[src/rtl/vote_pkg.sv]
// Shared encodings for the booth arbiter: FSM state values and the two-bit vote codes.
package vote_pkg;

  typedef enum logic [2:0] {
    ST_IDLE      = 3'd0,
    ST_GRANT     = 3'd1,
    ST_WAIT_VOTE = 3'd2,
    ST_ISSUE     = 3'd3,
    ST_RELEASE   = 3'd4,
    ST_CLEAR     = 3'd5
  } arb_state_t;

  localparam logic [1:0] VOTE_NONE = 2'b00;
  localparam logic [1:0] VOTE_A    = 2'b01;
  localparam logic [1:0] VOTE_B    = 2'b10;
  localparam logic [1:0] VOTE_C    = 2'b11;

endpackage

[src/rtl/rr_arbiter.sv]
// Combinational round-robin pick: first requester at or after the pointer, as index and one-hot.
module rr_arbiter #(
  parameter int N     = 4,
  parameter int IDX_W = 2
) (
  input  logic [N-1:0]     req,
  input  logic [IDX_W-1:0] ptr,
  output logic             valid,
  output logic [IDX_W-1:0] idx,
  output logic [N-1:0]     onehot
);

  logic [IDX_W-1:0] cand [N];

  // cand[k] is the booth examined k places after the pointer
  for (genvar gi = 0; gi < N; gi++) begin : g_cand
    assign cand[gi] = IDX_W'((32'(ptr) + gi) % N);
  end

  // Walk from the farthest candidate back so the nearest one wins
  always_comb begin
    valid = 1'b0;
    idx   = '0;
    for (int k = N - 1; k >= 0; k--) begin
      if (req[cand[k]]) begin
        valid = 1'b1;
        idx   = cand[k];
      end
    end
  end

  for (genvar gi = 0; gi < N; gi++) begin : g_onehot
    assign onehot[gi] = valid && (idx == IDX_W'(gi));
  end

endmodule

[src/rtl/booth_vote_arbiter.sv]
// Shares one voting machine among several booths: round-robin grants, clean vote pulses,
// per-voter timeout and key-gated admin clear with sticky lockout.
module booth_vote_arbiter
  import vote_pkg::*;
#(
  parameter int                N_BOOTH     = 4,
  parameter int                TIMEOUT_CYC = 16,
  parameter int                KEY_W       = 8,
  parameter logic [KEY_W-1:0]  ADMIN_KEY   = 8'hA5,
  parameter int                MAX_FAILS   = 3,
  parameter int                TOTAL_W     = 8
) (
  input  logic                   CLK,
  input  logic                   RESET,
  input  logic                   SESSION_OPEN,
  input  logic [N_BOOTH-1:0]     BOOTH_REQ,
  input  logic [2*N_BOOTH-1:0]   BOOTH_VOTE,
  output logic [N_BOOTH-1:0]     BOOTH_GNT,
  output logic [N_BOOTH-1:0]     BOOTH_DONE,
  output logic                   TIMEOUT_PULSE,
  output logic                   VM_ENABLE,
  output logic [1:0]             VM_VOTE_IN,
  output logic                   VM_ADMIN_RESET,
  input  logic                   ADMIN_REQ,
  input  logic [KEY_W-1:0]       ADMIN_KEY_IN,
  output logic                   KEY_FAIL,
  output logic                   LOCKED,
  output logic [TOTAL_W-1:0]     BALLOT_TOTAL,
  output logic [2:0]             ARB_STATE
);

  localparam int IDX_W  = $clog2(N_BOOTH);
  localparam int TMR_W  = $clog2(TIMEOUT_CYC) + 1;
  localparam int FAIL_W = $clog2(MAX_FAILS + 1);

  arb_state_t        state_reg;
  logic [IDX_W-1:0]  w_idx_reg;
  logic [IDX_W-1:0]  rr_ptr_reg;
  logic [TMR_W-1:0]  timer_reg;
  logic [FAIL_W-1:0] fail_cnt_reg;

  logic               arb_valid;
  logic [IDX_W-1:0]   arb_idx;
  logic [N_BOOTH-1:0] arb_onehot;
  logic [1:0]         cur_vote;
  logic [IDX_W-1:0]   rr_next;

  rr_arbiter #(.N(N_BOOTH), .IDX_W(IDX_W)) u_rr (
    .req    (BOOTH_REQ),
    .ptr    (rr_ptr_reg),
    .valid  (arb_valid),
    .idx    (arb_idx),
    .onehot (arb_onehot)
  );

  assign cur_vote  = BOOTH_VOTE[{w_idx_reg, 1'b0} +: 2];
  assign rr_next   = (w_idx_reg == IDX_W'(N_BOOTH - 1)) ? '0 : w_idx_reg + 1'b1;
  assign ARB_STATE = state_reg;

  // Outputs are set on entry to the state in which they must be visible
  always_ff @(posedge CLK) begin
    if (RESET) begin
      state_reg      <= ST_IDLE;
      w_idx_reg      <= '0;
      rr_ptr_reg     <= '0;
      timer_reg      <= '0;
      fail_cnt_reg   <= '0;
      BOOTH_GNT      <= '0;
      BOOTH_DONE     <= '0;
      TIMEOUT_PULSE  <= 1'b0;
      VM_ENABLE      <= 1'b0;
      VM_VOTE_IN     <= VOTE_NONE;
      VM_ADMIN_RESET <= 1'b0;
      KEY_FAIL       <= 1'b0;
      LOCKED         <= 1'b0;
      BALLOT_TOTAL   <= '0;
    end else begin
      case (state_reg)
        ST_IDLE: begin
          KEY_FAIL <= 1'b0;
          if (ADMIN_REQ && !LOCKED) begin
            if (ADMIN_KEY_IN == ADMIN_KEY) begin
              state_reg      <= ST_CLEAR;
              VM_ADMIN_RESET <= 1'b1;
              BALLOT_TOTAL   <= '0;
              fail_cnt_reg   <= '0;
            end else begin
              KEY_FAIL     <= 1'b1;
              fail_cnt_reg <= fail_cnt_reg + 1'b1;
              if (fail_cnt_reg == FAIL_W'(MAX_FAILS - 1)) LOCKED <= 1'b1;
            end
          end else if (SESSION_OPEN && arb_valid) begin
            state_reg <= ST_GRANT;
            w_idx_reg <= arb_idx;
            BOOTH_GNT <= arb_onehot;
            VM_ENABLE <= 1'b1;
            timer_reg <= '0;
          end
        end
        ST_GRANT: begin
          state_reg <= ST_WAIT_VOTE;
          timer_reg <= '0;
        end
        ST_WAIT_VOTE: begin
          timer_reg <= timer_reg + 1'b1;
          if (cur_vote != VOTE_NONE) begin
            state_reg  <= ST_ISSUE;
            VM_VOTE_IN <= cur_vote;
            BOOTH_DONE <= BOOTH_GNT;
            if (BALLOT_TOTAL != {TOTAL_W{1'b1}}) BALLOT_TOTAL <= BALLOT_TOTAL + 1'b1;
          end else if (!BOOTH_REQ[w_idx_reg] || !SESSION_OPEN) begin
            state_reg <= ST_RELEASE;
            BOOTH_GNT <= '0;
            VM_ENABLE <= 1'b0;
          end else if (timer_reg == TMR_W'(TIMEOUT_CYC - 1)) begin
            state_reg     <= ST_RELEASE;
            TIMEOUT_PULSE <= 1'b1;
            BOOTH_GNT     <= '0;
            VM_ENABLE     <= 1'b0;
          end
        end
        ST_ISSUE: begin
          state_reg  <= ST_RELEASE;
          BOOTH_GNT  <= '0;
          VM_ENABLE  <= 1'b0;
          VM_VOTE_IN <= VOTE_NONE;
          BOOTH_DONE <= '0;
        end
        ST_RELEASE: begin
          state_reg     <= ST_IDLE;
          rr_ptr_reg    <= rr_next;
          TIMEOUT_PULSE <= 1'b0;
        end
        ST_CLEAR: begin
          state_reg      <= ST_IDLE;
          VM_ADMIN_RESET <= 1'b0;
        end
        default: state_reg <= ST_IDLE;
      endcase
    end
  end

endmodule

[config.mk]
export PLATFORM = sky130hd
export DESIGN_NAME = booth_vote_arbiter
export DESIGN_NICKNAME = d
export VERILOG_FILES = /design/src/rtl/vote_pkg.sv /design/src/rtl/rr_arbiter.sv /design/src/rtl/booth_vote_arbiter.sv
export SDC_FILE = /design/constraint.sdc
export NUM_CORES = 1
export LEC_CHECK = 0
export CAP_MARGIN = 20
export CORE_ASPECT_RATIO = 2
export CORE_MARGIN = 4
export CORE_UTILIZATION = 50
export CTS_BUF_LIST = sky130_fd_sc_hd__clkbuf_8
export DETAILED_ROUTE_END_ITERATION = 12
export GPL_TIMING_DRIVEN = 1
export PLACE_DENSITY = 0.81
export REMOVE_ABC_BUFFERS = 1
export SETUP_SLACK_MARGIN = 0.5
export SYNTH_ARGS = -nofsm -noshare
export SYNTH_HDL_FRONTEND = slang
export SYNTH_SLANG_ARGS = --single-unit
[constraint.sdc]
create_clock -name CLK -period 2.7 [get_ports CLK]
set_input_delay 0.54 -clock CLK [delete_from_list [all_inputs] [get_ports CLK]]
set_output_delay 0.54 -clock CLK [all_outputs]
set_load 0.02 [all_outputs]
==> Word level (Yosys, flattened, before mapping) <==
Cells that the tools add are included.
{ "word_totals": {"reg_bits": 37, "in_bits": 24} }
{ "classes": {"n_addsub": 7, "n_lt_le_gt_ge": 5, "eq_ne": 26, "n_shift": 1, "mux": 60, "bitwise": 2, "n_reduce_logical": 29} }
{ "op_table": {"columns": ["op", "n"], "rows": [
  ["8-bit two-way mux", 4],
  ["4-bit two-way mux", 6],
  ["1-bit two-way mux", 21],
  ["3-bit two-way mux", 6],
  ["2-bit != test, second input constant", 9],
  ["8-bit one-hot mux with 2 select lines", 1],
  ["2-bit by 3-bit < comparator with 1-bit output, second input constant", 5],
  ["5-bit one-hot mux with 3 select lines", 1],
  ["2-bit two-way mux", 7],
  ["3-bit one-hot mux with 4 select lines", 1],
  ["4-bit one-hot mux with 3 select lines", 1],
  ["3-bit AND reduction", 4],
  ["1-bit binary-select mux with 2-bit select", 5],
  ["5-bit two-way mux", 2],
  ["5-bit AND reduction", 2],
  ["2-bit nonzero test", 5],
  ["3-bit != test, second input constant", 3],
  ["8-bit by 1-bit adder with 8-bit output, second input constant", 1],
  ["2-bit == test, second input constant", 4],
  ["8-bit == test, second input constant", 1],
  ["8-bit != test, second input constant", 1],
  ["4-bit one-hot mux with 2 select lines", 1],
  ["4-bit AND reduction", 2],
  ["8-bit by 4-bit indexed part select with 2-bit output", 1],
  ["20 further kinds", 36]
]} }

==> Logic depth before layout (Yosys ltp) <==
{ "logic_depth": {"word_depth": 12, "depth_mapped": 7} }

==> Hierarchy <==
Synthesis repeated with hierarchy kept, for this count alone.
{ "hier_totals": {"hier_cells": 235, "hier_area_um2": 2016.9} }
{ "by_module_without_submodules": {"columns": ["module", "n_inst", "cells_each", "area_per_inst_um2", "seq_area_each_um2"], "rows": [
  ["booth_vote_arbiter", 1, 202, 1805.5, 740.7],
  ["rr_arbiter", 1, 33, 211.5, 0.0]
]} }

==> Least setup slack after synthesis <==
Ideal clock, no wire load.
{ "synth_path": {"kind": "input-to-reg", "from": "input BOOTH_REQ[3]", "to": "register BOOTH_GNT[1]", "arrival_ps": 1884, "required_ps": 2613, "slack_ps": 729, "stages": 5, "cell_sequence": "mux4_2 > and4b_1 > buf_6 > or3_1 > o31ai_1"} }
{ "synth_via": {"elab_chain_len": 11, "word_cells_on_any_way": 31} }
{ "synth_lines": {"columns": ["element", "line_no", "text"], "rows": [
  ["from (decl)", "booth_vote_arbiter.sv:16", "input logic [N_BOOTH-1:0] BOOTH_REQ,"],
  ["1-bit binary-select mux with 2-bit select", "rr_arbiter.sv:25", "if (req[cand[k]]) begin"],
  ["1-bit two-way mux (not written as such)", "rr_arbiter.sv:25", null],
  ["2-bit two-way mux (4 in series)", "rr_arbiter.sv:25", null],
  ["2-bit by 1-bit == test with 1-bit output", "rr_arbiter.sv:33", "assign onehot[gi] = valid && (idx == IDX_W'(gi));"],
  ["1-bit logical AND", "rr_arbiter.sv:33", null],
  ["4-bit two-way mux", "booth_vote_arbiter.sv:92", "end else if (SESSION_OPEN && arb_valid) begin"],
  ["4-bit two-way mux", "booth_vote_arbiter.sv:81", "if (ADMIN_REQ && !LOCKED) begin"],
  ["4-bit one-hot mux with 3 select lines", "booth_vote_arbiter.sv:78", "case (state_reg)"],
  ["to (signal assigned)", "booth_vote_arbiter.sv:95", "BOOTH_GNT <= arb_onehot;"],
  ["to (decl)", "booth_vote_arbiter.sv:18", "output logic [N_BOOTH-1:0] BOOTH_GNT,"]
]} }
Parallel ways exist; a longest one is shown, timed or not. The select of a mux whose other input is x is not followed.
A chain may end at the register's enable or synchronous reset.

==> Worst setup path after layout <==
{ "layout_path": {"from": "input ADMIN_REQ", "to": "register BALLOT_TOTAL[2]"} }
{ "layout_via": {"elab_chain_len": 3} }
{ "layout_lines": {"columns": ["element", "line_no", "text"], "rows": [
  ["from (decl)", "booth_vote_arbiter.sv:24", "input logic ADMIN_REQ,"],
  ["1-bit logical AND", "booth_vote_arbiter.sv:81", null],
  ["2-bit != test (no source line)", null, null],
  ["5-bit AND reduction (no source line)", null, null],
  ["to (signal assigned)", "booth_vote_arbiter.sv:110", "if (BALLOT_TOTAL != {TOTAL_W{1'b1}}) BALLOT_TOTAL <= BALLOT_TOTAL + 1'b1;"],
  ["to (decl)", "booth_vote_arbiter.sv:28", "output logic [TOTAL_W-1:0] BALLOT_TOTAL,"]
]} }
No other way between the ends.

==> results.py <==
metrics = {
    "final_layout": {
        "synthToLayoutAreaGrowth_pct": 35.0,
        "drive_above_1_share": 0.0912,
        "antenna_cells": 0,
        "largest_reg_flops": 8,
        "layout.nets": 314,
        "final_cells": 336,
    },
    "sta": {
        "rsz0062_at_grt": "yes",
        "final_max_slew_viol_count": 0,
        "hold_viol_final": 0,
        "setup-violations-final": 0,
        "fin_setup_tns_ns": 0,
        "worst_slew_pin_slew_ns": 0.551,
        "fmax_mhz": 470,
        "skew_ns": 0.00317,
        "fin_crit_sh": 0.788,
        "max-slew-margin-rel": 0.632,
        "finalCriticalPeriod_ns": 2.13,
    },
    "setup_path": {
        "path_class": "input pin to flip-flop",
        "slowest_stage": "or4b_1",
        "crit_chain": "clkdlybuf4s50_1 -> or4b_1 -> o41a_1 -> o311ai_0 -> o41ai_1",
        "max_stage_delay_ns": 0.51,
        "cp.required_ns": 2.85,
        "worstSetupEndpointType": "flip-flop",
        "reg2reg_from": "w_idx_reg[0]",
        "reg2reg_setup_slack_ns": 0.68,
        "reg2regPathDepth": 5,
        "crit_path_max_fanout": 3,
        "arrival_ns": 2.28,
        "r2r-end": "BOOTH_GNT[2]",
        "start_kind": "input pin",
    },
    "status": {
        "outcome": "finished clean",
    },
    "placed_design": {
        "hpwl_mm": 4.20,
        "io_buffers": 49,
        "gp_congestion": 0.943,
        "dp_cells": 325,
    },
    "power": {
        "p_sw_mw": 0.469,
        "clockPowerShare": 0.266,
        "seqPwrFrac": 0.436,
        "intPower_mw": 0.979,
        "powerDensity_nw_per_um2": 547,
        "pwr-share-comb": 0.298,
        "switching_share": 0.324,
        "ir_drop_mv": 0.546,
        "leakage_nw": 0.937,
    },
    "die": {
        "core_area_um2": 3800,
        "row_count": 32,
        "die_w_um": 52.3,
        "num_io_pins": 50,
        "dieArea_um2": 5040,
        "initial_core_util": 0.515,
        "fp.dieH_um": 96.5,
    },
    "synthesis": {
        "ys_seq_area_frac": 0.378,
        "synth_commonest_cells": "37 x dfxtp_1, 20 x nand2_1, 18 x nor2_1",
        "synth.area.top_cells": "dfxtp_1 38%, a21oi_1 4.3%, nand2_1 3.8%",
        "synth_async_sr_flop_share": 0,
        "yosysUniqueCellTypes": 54,
        "synth.top_cell.area_share": 0.378,
        "syn_avg_cell_area_um2": 8.59,
        "synth_area_leader_cell": "dfxtp_1",
        "ys_ff_latch": 37,
        "post-synth-top-count-cell": "dfxtp_1",
        "synth_edf_count": 0,
        "yosysWarnings": 0,
        "synth_cells": 228,
        "netlist_area_um2": 1960,
        "synth_ff_type": "dfxtp_1",
    },
    "worst_hold_path": {
        "holdPathEnd": "timer_reg[4]",
        "hp-start": "timer_reg[4]",
        "holdPathStages": 2,
        "hp-class": "flip-flop to flip-flop",
    },
    "routing": {
        "post_drt_wl_per_cell_um": 16.2,
        "drc": 0,
        "viasPerCell": 6.07,
        "dr.pass1.iters": 4,
        "wl_mm": 5.43,
        "route.vias.total": 2038,
        "drtIter0Drc": 42,
        "ant_nets": 0,
    },
    "clock_network": {
        "clk_root_buffer_cell": "clkbuf_8",
        "cts.sinks": 37,
        "clock_latency_ns": 0.28,
        "path_clk_slew_ns": 0.07,
        "cts_buffers": 5,
        "cts_tree": "built",
        "max-clock-path-buffers": 2,
        "htree_levels": 2,
    },
    "global_route": {
        "first_global_vias": 1945,
        "antenna_found_initial": 0,
        "grt_overflow": 0,
        "grt_max_degree": 21,
        "grt_pass1_wl_mm": 8.80,
        "grt_usage": 0.230,
    },
    "job": {
        "maxCapViolations": 0,
    },
}
## per-stage QoR
step | utilization | power [mW] | setup slack [ns] | hold slack [ns] | area, um^2
3_5_place_dp | 0.662 | 1.06 | 0.157 | 0.468 | 2520
4_1_cts | 0.687 | 1.44 | 0.512 | 0.480 | 2610
6_report | 0.695 | 1.45 | 0.572 | 0.481 | 2640
3_3_place_gp | 0.662 | 1.05 | 0.187 | 0.465 | 2520
2_1_floorplan | - | 0.874 | 0.374 | 0.435 | 1900
5_1_grt | 0.695 | 1.52 | 0.489 | 0.504 | 2640
## worst max-delay path by stage
stage / startpoint / to / cells after the start / slack (ns)
3_5_place_dp: BOOTH_REQ[1] / BOOTH_GNT[1] / 5 / 0.16
3_3_place_gp: BOOTH_REQ[1] / BOOTH_GNT[3] / 5 / 0.19
4_1_cts: BOOTH_REQ[3] / BOOTH_GNT[1] / 5 / 0.51
5_1_grt: ARB_STATE[2] / ARB_STATE[2] / 1 / 0.49
6_report: ADMIN_REQ / BALLOT_TOTAL[2] / 5 / 0.57
2_1_floorplan: ARB_STATE[1] / BALLOT_TOTAL[5] / 4 / 0.37
## layout make-up
type	count	area (um^2)
Tap cell	51	63.8
Clock buffer	6	82.6
Timing Repair Buffer	61	581
Multi-Input combinational cell	166	1120
Fill cell	317	1160
Sequential cell	37	741
Inverter	14	52.6
Clock inverter	1	3.75
## cell usage in the layout, fill, tap and decap left out, types with 2 or more instances in the layout
cell type,Yosys,final
dlygate4sd2_1,0,3
dfxtp_1,37,37
or3_1,6,6
a221oi_1,2,2
o41ai_1,3,3
nand2_1,20,20
nor3_1,5,5
inv_1,14,15
or4_1,2,2
nand3_1,8,8
clkdlybuf4s50_1,0,46
a311oi_1,3,3
o32ai_1,2,2
ha_1,5,5
nor2b_1,7,7
and3_1,3,3
a211oi_1,2,2
or4bb_1,2,2
mux4_2,3,3
clkbuf_8,0,6
a21oi_1,17,17
nand4_1,3,3
o2111ai_1,2,2
nor4bb_1,2,2
o211ai_1,2,2
o41a_1,2,2
o31ai_1,7,7
nand2b_1,2,2
o311ai_0,3,2
o21a_1,3,2
a2bb2oi_1,4,4
nor2_1,18,18
o21ai_0,6,6
buf_4,0,11
## routing by layer
layer,global-route usage,vias up,wire length [um],share of wire
li1,-,978,-,-
met1,0.227,984,1880,0.35
met2,0.444,60,3160,0.58
met3,0.0307,16,187,0.034
met4,0.117,0,206,0.038
met5,0,-,0,0
## timing repair
item,in CTS,in global routing
setup buffers,1,3
pin swaps,1,2
resized for setup,5,3
hold buffers,0,0
endpoints found under the setup margin,2,8
## power groups by stage
stage	clock (mW)	combinational, mW	sequential, mW
2_1_floorplan	0	0.205	0.669
3_3_place_gp	0	0.413	0.641
3_5_place_dp	0	0.418	0.642
4_1_cts	0.391	0.422	0.629
5_1_grt	0.416	0.469	0.638
6_report	0.386	0.431	0.630
## logic make-up after synthesis
family | Yosys count | share of synthesized area
AND/OR/NAND/NOR | 86 | 0.233
buffers and inverters | 25 | 0.0543
adder cells (fa/ha/maj) | 5 | 0.0319
multiplexers | 4 | 0.0396
AO/OA/AOI/OAI | 71 | 0.263
flip-flops | 37 | 0.378
## worst max-delay path: cells and delay by family
family          cells  cell delay [ns]
compound gates      3             0.75
buf+inv             1             0.48
simple gates        1             0.51
Note: power is estimated with default switching activity, not from simulation.
